==> src/rtl/sys_check_pipe.sv <==
// Registered system-instruction checker: validates CSR accesses and privileged
// ops, holds WFI until an interrupt or TW timeout, and returns a valid/ready result.
package sys_check_pkg;
  typedef enum logic [3:0] {
    SYS_NONE           = 4'd0,
    SYS_CSR_SWAP       = 4'd1,
    SYS_CSR_READ_SET   = 4'd2,
    SYS_CSR_READ_CLEAR = 4'd3,
    SYS_ECALL          = 4'd4,
    SYS_EBREAK         = 4'd5,
    SYS_MRET           = 4'd6,
    SYS_SRET           = 4'd7,
    SYS_URET           = 4'd8,
    SYS_WFI            = 4'd9
  } decode_sys_op_t;

  typedef struct packed {
    logic [1:0] priv;
  } program_state_t;

  localparam logic [1:0] PRIV_U = 2'd0;
  localparam logic [1:0] PRIV_S = 2'd1;
  localparam logic [1:0] PRIV_M = 2'd3;
endpackage

module sys_check_pipe
  import sys_check_pkg::*;
#(
  parameter int XLEN         = 32,
  parameter int NUM_HPM      = 4,
  parameter int WFI_TW_LIMIT = 16,
  parameter int HAS_UTRAP    = 0
) (
  input  logic           i_clk,
  input  logic           i_rst_n,
  input  logic [31:0]    i_log_fd,
  input  logic           i_valid,
  output logic           o_ready,
  input  decode_sys_op_t i_op,
  input  program_state_t i_ps,
  input  logic [11:0]    i_csr,
  input  logic           i_rs1_is_zero,
  input  logic           i_tvm,
  input  logic           i_tw,
  input  logic           i_tsr,
  input  logic [31:0]    i_mcounteren,
  input  logic [31:0]    i_scounteren,
  input  logic           i_irq_pending,
  input  logic           i_flush,
  output logic           o_valid,
  input  logic           i_ready,
  output logic           o_bad_csr,
  output logic           o_trap,
  output logic           o_illegal
);

  localparam int            CW       = $clog2(WFI_TW_LIMIT + 1);
  localparam logic [CW-1:0] TW_LAST  = CW'(WFI_TW_LIMIT - 1);
  localparam logic [4:0]    HPM_N    = 5'(NUM_HPM);
  localparam logic          IS_RV32  = (XLEN == 32);
  localparam logic          UTRAP_ON = (HAS_UTRAP != 0);

  typedef enum logic [1:0] {
    ST_IDLE = 2'd0,
    ST_HOLD = 2'd1,
    ST_WAIT = 2'd2
  } state_t;

  state_t        state_q, state_d;
  logic          valid_q, valid_d;
  logic          bad_q, bad_d;
  logic          trap_q, trap_d;
  logic          illegal_q, illegal_d;
  logic [CW-1:0] cnt_q, cnt_d;

  logic       is_csr_s, req_write_s, priv_m_s, priv_fail_s;
  logic       cnt_gate_s, cnt_ok_s, satp_fail_s, bad_s;
  logic       illegal_s, trap_s, accept_s, timeout_s;
  logic [4:0] cnt_idx_s;

  // The log descriptor only matters to simulation-side tracing.
  logic unused_log_fd_s;
  assign unused_log_fd_s = ^i_log_fd;

  // Wrapping subtraction turns the range test into one unsigned compare.
  function automatic logic in_range(input logic [11:0] csr, input logic [11:0] base,
                                    input logic [4:0] count);
    logic [11:0] offs;
    offs = csr - base;
    return offs < {7'd0, count};
  endfunction

  function automatic logic csr_implemented(input logic [11:0] csr);
    logic ok;
    ok = (csr == 12'h040) | in_range(csr, 12'hC00, 5'd3) | (csr == 12'h100)
       | in_range(csr, 12'h104, 5'd3) | in_range(csr, 12'h140, 5'd5)
       | (csr == 12'h180) | in_range(csr, 12'hF11, 5'd4)
       | in_range(csr, 12'h300, 5'd7) | in_range(csr, 12'h340, 5'd5)
       | (csr == 12'h320) | (csr == 12'hB00) | (csr == 12'hB02)
       | (csr == 12'h3F0) | (csr == 12'h3F1)
       | in_range(csr, 12'hC03, HPM_N) | in_range(csr, 12'hB03, HPM_N)
       | in_range(csr, 12'h323, HPM_N);
    ok = ok | (IS_RV32 & (in_range(csr, 12'hC80, 5'd3) | (csr == 12'hB80)
                        | (csr == 12'hB82) | in_range(csr, 12'hC83, HPM_N)
                        | in_range(csr, 12'hB83, HPM_N)));
    return ok;
  endfunction

  assign o_ready  = (state_q == ST_IDLE) || ((state_q == ST_HOLD) && i_ready);
  assign accept_s = i_valid && o_ready;

  // Request checks, evaluated on the presented op every cycle.
  always_comb begin
    is_csr_s    = (i_op == SYS_CSR_SWAP) || (i_op == SYS_CSR_READ_SET) ||
                  (i_op == SYS_CSR_READ_CLEAR);
    req_write_s = (i_op == SYS_CSR_SWAP) ||
                  (((i_op == SYS_CSR_READ_SET) || (i_op == SYS_CSR_READ_CLEAR)) &&
                   !i_rs1_is_zero);
    priv_m_s    = (i_ps.priv == PRIV_M);
    priv_fail_s = !priv_m_s && (i_csr[9:8] > i_ps.priv);
    cnt_idx_s   = i_csr[4:0];
    cnt_gate_s  = (i_csr[11:5] == 7'h60) || (i_csr[11:5] == 7'h64);
    case (i_ps.priv)
      PRIV_M:  cnt_ok_s = 1'b1;
      PRIV_U:  cnt_ok_s = i_mcounteren[cnt_idx_s] && i_scounteren[cnt_idx_s];
      default: cnt_ok_s = i_mcounteren[cnt_idx_s];
    endcase
    satp_fail_s = (i_csr == 12'h180) && (i_ps.priv == PRIV_S) && i_tvm;
    bad_s       = is_csr_s && (!csr_implemented(i_csr) ||
                               (req_write_s && (i_csr[11:10] == 2'b11)) ||
                               priv_fail_s || (cnt_gate_s && !cnt_ok_s) || satp_fail_s);
    case (i_op)
      SYS_MRET: illegal_s = !priv_m_s;
      SYS_SRET: illegal_s = (i_ps.priv == PRIV_U) || ((i_ps.priv == PRIV_S) && i_tsr);
      SYS_URET: illegal_s = !UTRAP_ON;
      SYS_WFI:  illegal_s = (i_ps.priv == PRIV_U);
      default:  illegal_s = 1'b0;
    endcase
    case (i_op)
      SYS_ECALL, SYS_EBREAK, SYS_MRET, SYS_SRET, SYS_URET: trap_s = !illegal_s;
      default:                                            trap_s = 1'b0;
    endcase
    timeout_s = i_tw && !priv_m_s && (cnt_q == TW_LAST);
  end

  // Next-state and next-result logic.
  always_comb begin
    state_d   = state_q;
    valid_d   = valid_q;
    bad_d     = bad_q;
    trap_d    = trap_q;
    illegal_d = illegal_q;
    cnt_d     = cnt_q;
    if (i_flush) begin
      state_d   = ST_IDLE;
      valid_d   = 1'b0;
      bad_d     = 1'b0;
      trap_d    = 1'b0;
      illegal_d = 1'b0;
      cnt_d     = {CW{1'b0}};
    end else begin
      case (state_q)
        ST_IDLE, ST_HOLD: begin
          if (accept_s) begin
            if ((i_op == SYS_WFI) && !illegal_s) begin
              state_d   = ST_WAIT;
              valid_d   = 1'b0;
              bad_d     = 1'b0;
              trap_d    = 1'b0;
              illegal_d = 1'b0;
              cnt_d     = {CW{1'b0}};
            end else begin
              state_d   = ST_HOLD;
              valid_d   = 1'b1;
              bad_d     = bad_s;
              trap_d    = trap_s;
              illegal_d = illegal_s;
            end
          end else if ((state_q == ST_HOLD) && i_ready) begin
            state_d   = ST_IDLE;
            valid_d   = 1'b0;
            bad_d     = 1'b0;
            trap_d    = 1'b0;
            illegal_d = 1'b0;
          end else begin
            state_d = state_q;
          end
        end
        ST_WAIT: begin
          cnt_d = cnt_q + CW'(1);
          // A pending interrupt beats a simultaneous timeout.
          if (i_irq_pending) begin
            state_d = ST_HOLD;
            valid_d = 1'b1;
            trap_d  = 1'b1;
          end else if (timeout_s) begin
            state_d   = ST_HOLD;
            valid_d   = 1'b1;
            illegal_d = 1'b1;
          end else begin
            state_d = ST_WAIT;
          end
        end
        default: begin
          state_d   = ST_IDLE;
          valid_d   = 1'b0;
          bad_d     = 1'b0;
          trap_d    = 1'b0;
          illegal_d = 1'b0;
          cnt_d     = {CW{1'b0}};
        end
      endcase
    end
  end

  // State, result and wait-counter registers.
  always_ff @(posedge i_clk or negedge i_rst_n) begin
    if (!i_rst_n) begin
      state_q   <= ST_IDLE;
      valid_q   <= 1'b0;
      bad_q     <= 1'b0;
      trap_q    <= 1'b0;
      illegal_q <= 1'b0;
      cnt_q     <= {CW{1'b0}};
    end else begin
      state_q   <= state_d;
      valid_q   <= valid_d;
      bad_q     <= bad_d;
      trap_q    <= trap_d;
      illegal_q <= illegal_d;
      cnt_q     <= cnt_d;
    end
  end

  assign o_valid   = valid_q;
  assign o_bad_csr = bad_q;
  assign o_trap    = trap_q;
  assign o_illegal = illegal_q;

endmodule
==> config.mk <==
export PLATFORM = sky130hd
export DESIGN_NAME = sys_check_pipe
export DESIGN_NICKNAME = d
export VERILOG_FILES = /design/src/rtl/sys_check_pipe.sv
export SDC_FILE = /design/constraint.sdc
export NUM_CORES = 1
export LEC_CHECK = 0
export ABC_CLOCK_PERIOD_IN_PS = 1900
export CAP_MARGIN = 10
export CORE_MARGIN = 2
export CORE_UTILIZATION = 35
export CTS_CLUSTER_SIZE = 28
export DETAILED_ROUTE_END_ITERATION = 10
export HOLD_SLACK_MARGIN = 0.12
export PLACE_DENSITY = 0.76
export SYNTH_ARGS = -nofsm -noshare
export SYNTH_HDL_FRONTEND = slang
export SYNTH_SLANG_ARGS = --single-unit
==> constraint.sdc <==
create_clock -name i_clk -period 1.9 [get_ports i_clk]
set_input_delay 0.19 -clock i_clk [delete_from_list [all_inputs] [get_ports i_clk]]
set_output_delay 0.19 -clock i_clk [all_outputs]
set_load 0.02 [all_outputs]
==> impl_metrics.tcl <==
set metrics [dict create \
    run_status "complete, no violations" \
    synthCells 261 \
    drtAntennaViolNets 0 \
    synth_cell_type_count 60 \
    finalNetCount 562 \
    fp-row-count 28 \
    r2r_cells 7 \
    cts_buffers 3 \
    wirelength_mm 7.96 \
    drc 0 \
    h-tree-depth 1 \
    avgRoutedWirePerCell_um 15.9 \
    grt_pass1_wl_mm 12.4 \
    swShare_pct 31.6 \
    cts_root_buf "clkbuf_8" \
    worstSkewPairLatency_ns 0.23 \
    yosysTopAreaCell "dfrtp_1" \
    clock_path_buffers 2 \
    r2r_start "cnt_q[0]" \
    grt_max_degree 18 \
    hold_viol_final 0 \
    period_minus_slack_ns 1.87 \
    synth.most_common_cell "nand2_1" \
    hpwlAfterDp_mm 6.09 \
    initial_core_util_pct 36.2 \
    vias_per_cell 5.64 \
    max_slew_margin_pct 65.4 \
    power_frac_seq_pct 20.4 \
    die_w_um 82.3 \
    end_kind "flop" \
    grt.total_usage_pct 22.9 \
    slowest_stage "a211oi_4" \
    ir_drop_uv 421 \
    nFillCells 473 \
    cpLargestDelayFamily "compound AO/OA/AOI/OAI gates" \
    grt_pass1_vias 2707 \
    synth_nets 397 \
    boundaryPins 129 \
    worst-endpoint-arrival_ns 2.02 \
    worst_pin_slew_ns 0.512 \
    placed_area_mm2 0.00363 \
    pwr-share-comb_pct 60.7 \
    reg2reg_to "o_valid" \
    dieArea_mm2 0.00677 \
    p_leak_nw 1.66 \
    rrSetupSlack_ns 0.34 \
    cpPeakStageDelay_ns 0.34 \
    critPathBufInv 3 \
    yosys_warnings 0 \
    synth_edf_count 0 \
    clock_skew_ns 0.000896 \
    cts_tree "yes" \
    max_freq_mhz 536 \
    finalSetupViolCount 0 \
    hold_ws_ns 0.290 \
    io_buffers 96 \
    yosys-top-cells-area "dfrtp_1 (13%), mux4_2 (7.4%), ha_1 (7.0%)" \
    switchingPower_mw 0.388 \
    hold_class "input port to asynchronous set/reset pin" \
    syn_to_final_growth_pct 88.0 \
    synth_common_cells "nand2_1 (21), nor2_1 (20), o21ai_0 (15)" \
    ys_seq_elements 11 \
    post-route-period-util_pct 98.2 \
    path_cells "clkdlybuf4s15_2 > buf_12 > a211oi_4 > a31oi_2 > buf_4 > nor4b_1 > a31oi_1 > a21oi_1 > a311o_1 > a41oi_2" \
    async_reset_ff_share_pct 100 \
    path_class "input port to flop" \
    worst-path-max-fanout 5 \
    required_ns 2.05 \
    dp.cells 478 \
    syn-cell-area_mm2 0.00214 \
    stdcell_count 500 \
    place.gp.congestion 0.921 \
    coreArea_mm2 0.00592 \
    synthFlopType "dfrtp_1" \
    crit_path_start_kind "input port" \
    vias 2818 \
    drt-initial-drc-count 88 \
    dieHeight_um 82.3 \
    clock-sinks 11 \
    cap_violations 0 \
    ys_seq_area_share_pct 12.8 \
    power_mw 1.23 \
    antenna_found_initial 0 \
    avgSynthCellArea_um2 8.22 \
    drt-pass1-iter-count 5 \
    intPower_mw 0.838 \
    clk_pin_slew_ns 0.05 \
    synth.top_cell.area_share_pct 12.8 \
    design_area_mm2 0.00403 \
    clkPwrFrac_pct 18.9 \
    antenna_cells 0 \
    drive_gt1_share_pct 33.2 \
    grt_overflow 0 \
    power_density_mw_per_mm2 304 \
    slew_viol_final 0 \
]
[power groups by stage]
stage,Combinational (mW),Clock [mW],Sequential (mW)
finish,0.744,0.231,0.250
global route,0.798,0.247,0.251
CTS,0.700,0.233,0.250
detailed placement,0.662,0,0.253
global placement,0.653,0,0.253
floorplan,0.277,0,0.261
[per-stage QoR]
| stage | TNS (ns) | setup slack, ns | util (%) |
|---|---|---|---|
| after floorplan | 0 | 0.0304 | - |
| after global placement | -1.99 | -0.589 | 61.2 |
| after detailed placement | -2.53 | -0.619 | 61.2 |
| after CTS | -0.00860 | -0.00860 | 65.2 |
| after global routing | -0.00988 | -0.00988 | 68.1 |
| final | 0 | 0.0343 | 68.1 |
[worst max-delay path by stage]
stage	from	end	slack, ns	cells past startpoint
finish	i_csr[1]	o_bad_csr	0.03	10
global route	i_csr[7]	o_bad_csr	-0.01	11
CTS	i_csr[8]	o_bad_csr	-0.009	11
detailed placement	i_csr[0]	o_bad_csr	-0.62	9
global placement	i_csr[0]	o_bad_csr	-0.59	9
floorplan	i_csr[7]	o_bad_csr	0.03	10
[layer usage]
metal  GRT usage [%]  routed length [um]  up-vias
met5               0                   0        -
met4            2.50                  27        0
met3            1.52                 464        5
li1                -                   -     1345
met2            41.0                4060      118
met1            31.0                3400     1350
[what timing repair did]
item | 4_1_cts | 5_1_grt
endpoints found under the setup margin | 5 | 11
pin swaps | 17 | 20
setup buffers | 11 | 7
gates resized for setup | 40 | 39
hold buffers | 0 | 0
gates cloned | 1 | 0
[cells in the final DEF (no fill, tap or decap), drive strengths merged, types with 3 or more instances in the layout]
master / n
nor2: 20
o211ai: 3
nor4: 8
buf: 85
and2: 3
a22oi: 3
nand2: 21
nand3: 13
nor2b: 10
dlymetal6s2s: 3
xor2: 4
inv: 9
o21a: 3
mux2: 5
clkdlybuf4s50: 82
nor4b: 5
mux2i: 9
o21ai: 16
a2111oi: 3
nor3: 5
dfrtp: 11
nand2b: 5
and3: 4
a31oi: 6
mux4: 12
clkbuf: 5
dlygate4sd2: 5
o2111ai: 3
ha: 12
a211oi: 4
a21oi: 14
[registers in the layout, indices dropped and copies added (netlist names)]
| signal | count |
|---|---|
| cnt_q | 5 |
| state_q | 2 |
| o_trap | 1 |
| o_illegal | 1 |
| o_valid | 1 |
| o_bad_csr | 1 |
[final cells by class]
| cell class | instances | area [um2] | share of cell area (%) |
|---|---|---|---|
| multi-input combinational | 222 | 1910 | 47.4 |
| timing repair buffer | 179 | 1670 | 41.5 |
| sequential | 11 | 275 | 6.83 |
| tap | 75 | 93.8 | 2.33 |
| clock buffer | 4 | 45.0 | 1.12 |
| inverter | 9 | 33.8 | 0.838 |
[worst reg2reg max path, stage by stage, from the launching register on]
cell      delay [ns]
dfrtp_1         0.41
ha_1            0.24
and3_1          0.19
ha_1            0.17
nand3_1         0.10
nand2b_1        0.11
a21oi_1         0.16
a31oi_1         0.06
[logic make-up after synthesis]
family	synth area share [%]
AND/OR/NAND/NOR	28.4
multiplexers	20.3
adder cells (fa/ha/maj)	7.00
XOR/XNOR	2.45
flip-flops	12.8
AO/OA/AOI/OAI	22.7
buffers and inverters	6.30
(Power assumes the default switching activity.)
